--- src/rtl/xor_pkg.sv ---
// xor_pkg: shared state encoding, default sizes and saturating counter helper
package xor_pkg;
    typedef enum logic [1:0] {ST_IDLE, ST_ACCUM, ST_HOLD} state_e;
    localparam int DEF_WIDTH = 8;
    localparam int DEF_CNT_W = 16;
    function automatic logic [31:0] sat_inc(input logic [31:0] v, input logic [31:0] max);
        return (v == max) ? v : v + 32'd1;
    endfunction
endpackage

--- src/rtl/xor_fold.sv ---
// xor_fold: bitwise XOR of two words plus reduction XOR of the result
module xor_fold #(
    parameter int WIDTH = 8
) (
    input  logic [WIDTH-1:0] a,
    input  logic [WIDTH-1:0] b,
    output logic [WIDTH-1:0] y,
    output logic             r
);
    assign y = a ^ b;
    assign r = ^y;
endmodule

--- src/rtl/xor_frame_parity.sv ---
// xor_frame_parity: framed XOR parity accumulator with registered result handshake.
// Define XOR_PARITY_CHECK_EN to flag frames that do not fold to zero on out_err.
import xor_pkg::*;
module xor_frame_parity #(
    parameter int WIDTH = DEF_WIDTH,
    parameter int CNT_W = DEF_CNT_W
) (
    input  logic             clk,
    input  logic             rst,
    input  logic             in_valid,
    output logic             in_ready,
    input  logic [WIDTH-1:0] in_data,
    input  logic             in_last,
    output logic             out_valid,
    input  logic             out_ready,
    output logic [WIDTH-1:0] out_parity,
    output logic             out_bit,
    output logic [CNT_W-1:0] out_count,
    output logic             out_err
);
    localparam logic [CNT_W-1:0] CNT_MAX = '1;
    state_e           state_q, state_d;
    logic [WIDTH-1:0] acc_q, acc_d, par_q, par_d, fold_y;
    logic [CNT_W-1:0] cnt_q, cnt_d, cnt_o_q, cnt_o_d, cnt_inc;
    logic             bit_q, bit_d, fold_r, fire, take;
    xor_fold #(.WIDTH(WIDTH)) u_fold (
        .a(acc_q),
        .b(in_data),
        .y(fold_y),
        .r(fold_r)
    );
    assign in_ready   = (state_q != ST_HOLD) || out_ready;
    assign out_valid  = (state_q == ST_HOLD);
    assign fire       = in_valid && in_ready;
    assign take       = out_valid && out_ready;
    assign cnt_inc    = CNT_W'(sat_inc(32'(cnt_q), 32'(CNT_MAX)));
    assign out_parity = par_q;
    assign out_bit    = bit_q;
    assign out_count  = cnt_o_q;
    always_comb begin
        state_d = state_q;
        acc_d   = acc_q;
        cnt_d   = cnt_q;
        par_d   = par_q;
        bit_d   = bit_q;
        cnt_o_d = cnt_o_q;
        if (take) state_d = ST_IDLE;
        if (fire && in_last) begin
            par_d   = fold_y;
            bit_d   = fold_r;
            cnt_o_d = cnt_inc;
            acc_d   = '0;
            cnt_d   = '0;
            state_d = ST_HOLD;
        end else if (fire) begin
            acc_d   = fold_y;
            cnt_d   = cnt_inc;
            state_d = ST_ACCUM;
        end
    end
    always_ff @(posedge clk or posedge rst) begin
        if (rst) begin
            state_q <= ST_IDLE;
            acc_q   <= '0;
            cnt_q   <= '0;
            par_q   <= '0;
            bit_q   <= 1'b0;
            cnt_o_q <= '0;
        end else begin
            state_q <= state_d;
            acc_q   <= acc_d;
            cnt_q   <= cnt_d;
            par_q   <= par_d;
            bit_q   <= bit_d;
            cnt_o_q <= cnt_o_d;
        end
    end
`ifdef XOR_PARITY_CHECK_EN
    logic err_q, err_d;
    // a frame carrying its own parity word must fold to zero
    always_comb err_d = (fire && in_last) ? (fold_y != '0) : err_q;
    always_ff @(posedge clk or posedge rst) begin
        if (rst) err_q <= 1'b0;
        else     err_q <= err_d;
    end
    assign out_err = err_q;
`else
    assign out_err = 1'b0;
`endif
endmodule
--- config.mk ---
export PLATFORM = sky130hd
export DESIGN_NAME = xor_frame_parity
export DESIGN_NICKNAME = d
export VERILOG_FILES = /design/src/rtl/xor_pkg.sv /design/src/rtl/xor_fold.sv /design/src/rtl/xor_frame_parity.sv
export SDC_FILE = /design/constraint.sdc
export NUM_CORES = 1
export LEC_CHECK = 0
export CAP_MARGIN = 0
export CORE_ASPECT_RATIO = 0.75
export CORE_MARGIN = 2
export CORE_UTILIZATION = 54
export CTS_CLUSTER_DIAMETER = 50
export DETAILED_ROUTE_END_ITERATION = 10
export PLACE_DENSITY = 0.91
export RECOVER_POWER = 100
export SLEW_MARGIN = 20
export SYNTH_ARGS = -nofsm -noshare
export SYNTH_HDL_FRONTEND = slang
export SYNTH_SLANG_ARGS = --single-unit
--- constraint.sdc ---
create_clock -name clk -period 2.57 [get_ports clk]
set_input_delay 0.3855 -clock clk [delete_from_list [all_inputs] [get_ports clk]]
set_output_delay 0.3855 -clock clk [all_outputs]
set_load 0.01 [all_outputs]
==> results.txt <==
status - finished clean
setup bufs post-CTS - 0
initial antenna violation count - 0
skew final - 0.00585 ns
sequential power share - 49.8%
Routed Antenna Nets - 0
Synthesized Nets - 298
Initial Util - 55.4%
total gr overflow - 0
kind of end point of the critical path - flop
Comb pwr share - 24.2%
first-pass GRT wire length - 9900 um
row count - 22
Sw Share - 28.9%
Worst Path Arrival - 2.57 ns
Num CTS Buffers - 5
Worst VDD drop - 344 uV
RSZ-0062 raised after global routing - false
syn avg cell area - 9.40 sq um
DIE WIDTH - 85.2 um
P_leak - 1.37 nW
commonest non-fill, non-tap cell in the layout - dfrtp_1
Die Ht - 64.9 um
Least-Margin Pin Slew - 1.08 ns
Clk pwr share - 26.0%
max_slew headroom - 27.8%
internal power - 0.00138 W
CTS tree - yes
IO Count - 41
clk buf depth - 2
startpoint type of the worst setup path - input port
fmax - 416 MHz
HP Class - flop to flop
Slew Viols, Final - 0
Pwr Density - 610 mW/mm^2
Syn. warnings - 0
Synth cell types - 46
Total Routed Length - 5860 um
count of input and output buffers - 39
pin count of the biggest net entering global routing - 37
vias post-DR - 2200
Switch Pwr - 0.000562 W
CP required - 2.74 ns
GRT Resource Usage Total - 22.3%
Final HPWL DP - 4280 um
register area - 0.00128 sq mm
number of DRC markers in iteration 0 - 210
Post-layout nets - 337
Mapped Cells - 284
post-synthesis register bit count - 51
commonest cells after routing, fill and taps aside - dfrtp_1, o21ai_0, nand2_1
Seq/Total Area, Yosys - 47.8%
fill count - 376
Syn Std Cell Area - 0.00267 sq mm
EDFF count, synth - 0
Final period util - 93.4%
final hold vios - 0
drt pass-1 iters - 5
# clock sinks - 51
Clock Pin Slew Worst Setup and Hold Paths - 0.09 ns
most used flip-flop cell after synthesis - dfrtp_1
H-Tree Depth - 2
Hold-fix buffers, CTS - 0
final std cells w/o fill - 384
gpl congestion - 0.867
# setup viols final - 0
CP Max Fanout - 11
DR WL/cell - 15.3 um
Core Box Area - 0.00482 sq mm
cts repair resizes - 0
Vias/cell - 5.73
post-layout min period - 2.40 ns
Crit Path Class - input port to flop
synth-to-layout area growth - 19.4%
worst skew pair latency - 0.30 ns
DRC Markers - 0
Final TNS setup - 0 ns
n_diodes - 0
Multi-input gate area - 0.00127 sq mm
vias in the first global route - 2082
placed cell count - 376
Post-synth ARST share - 100%
Max Cap Viol - 0
share of layout cells above drive strength 1 - 5.86%
Root Driver - clkbuf_8
die area - 0.00553 sq mm
-- routing by layer --
| layer | track usage [%] | up-vias | part of all wire (%) | wire [um] |
|---|---|---|---|---|
| met5 | 0 | - | 0 | 0 |
| met3 | 3.57 | 7 | 5.3 | 313 |
| met2 | 35.0 | 76 | 47 | 2740 |
| li1 | - | 1067 | - | - |
| met1 | 32.1 | 1050 | 47 | 2740 |
| met4 | 6.75 | 0 | 1.2 | 69 |
-- state kept, by name, summed over array words and instances (netlist names) --
name / cells
acc_q: 8
state_q: 2
out_parity: 8
cnt_q: 16
out_count: 16
out_bit: 1
-- cells in the mapped netlist (all sizes together), types with 4 or more instances --
library cell | number | area (sq um)
dfrtp | 51 | 1280
o21ai | 44 | 220
nand2 | 34 | 128
nor2 | 27 | 101
xnor2 | 21 | 184
buf | 10 | 62.6
a21oi | 9 | 45.0
nand2b | 9 | 56.3
nor3 | 8 | 45.0
and3 | 6 | 37.5
clkbuf | 6 | 22.5
nand3 | 4 | 20.0
nand4 | 4 | 40.0
nor2b | 4 | 25.0
o31ai | 4 | 30.0
-- metrics by stage --
| stage | total power [W] | setup WS, ns | util (%) | area [sq um] | hold WS (ns) |
|---|---|---|---|---|---|
| 2_1_floorplan | 0.00127 | 0.602 | - | 2670 | 0.464 |
| 3_3_place_gp | 0.00146 | 0.392 | 65.0 | 3130 | 0.462 |
| 3_5_place_dp | 0.00149 | 0.294 | 65.0 | 3130 | 0.472 |
| 4_1_cts | 0.00199 | 0.281 | 67.1 | 3230 | 0.491 |
| 5_1_grt | 0.00205 | 0.0721 | 66.2 | 3190 | 0.503 |
| 6_report | 0.00195 | 0.169 | 66.2 | 3190 | 0.480 |
-- cell type report --
cell class	count	share of cell area [%]
clock buffers	8	3.14
inverters	3	0.353
multi-input cells	214	40.0
flip-flops and latches	51	40.0
well taps	60	2.35
repair buffers	48	14.2
-- path summary, 6_finish.rpt --
| kind | startpoint | endpoint | slack [ns] | depth (start not counted) |
|---|---|---|---|---|
| max | out_ready | acc_q[2] | 0.17 | 6 |
| min | out_count[5] | out_count[5] | 0.48 | 2 |
| max reg2reg | cnt_q[0] | cnt_q[11] | 0.19 | 6 |
| min reg2reg | out_count[5] | out_count[5] | 0.48 | 2 |
| max in group asynchronous | rst | state_q[1] | 0.62 | 3 |
| min in group asynchronous | rst | acc_q[7] | 0.79 | 2 |
-- cells by family after synthesis --
group	share of synthesized area [%]
AO/OA/AOI/OAI	17.7
other	0.140
adder cells (fa/ha/maj)	0.469
multiplexers	1.97
XOR/XNOR	8.39
flip-flops	47.8
buffers and inverters	3.61
AND/OR/NAND/NOR	19.9
-- worst max-delay path: stages --
cell and delay (ns):
dlygate4sd3_1 0.54, or3b_1 0.42, and2_0 0.39, nand2b_1 0.30, clkbuf_1 0.37, o21ai_0 0.16
-- power by group through the flow --
stage	logic [W]	clock network, W	registers [W]
after CTS	0.000508	0.000508	0.000971
final	0.000471	0.000505	0.000970
after detailed placement	0.000506	0	0.000986
after global routing	0.000521	0.000548	0.000984
after global placement	0.000484	0	0.000981
after floorplan	0.000268	0	0.000999
(Power assumes the default switching activity.)
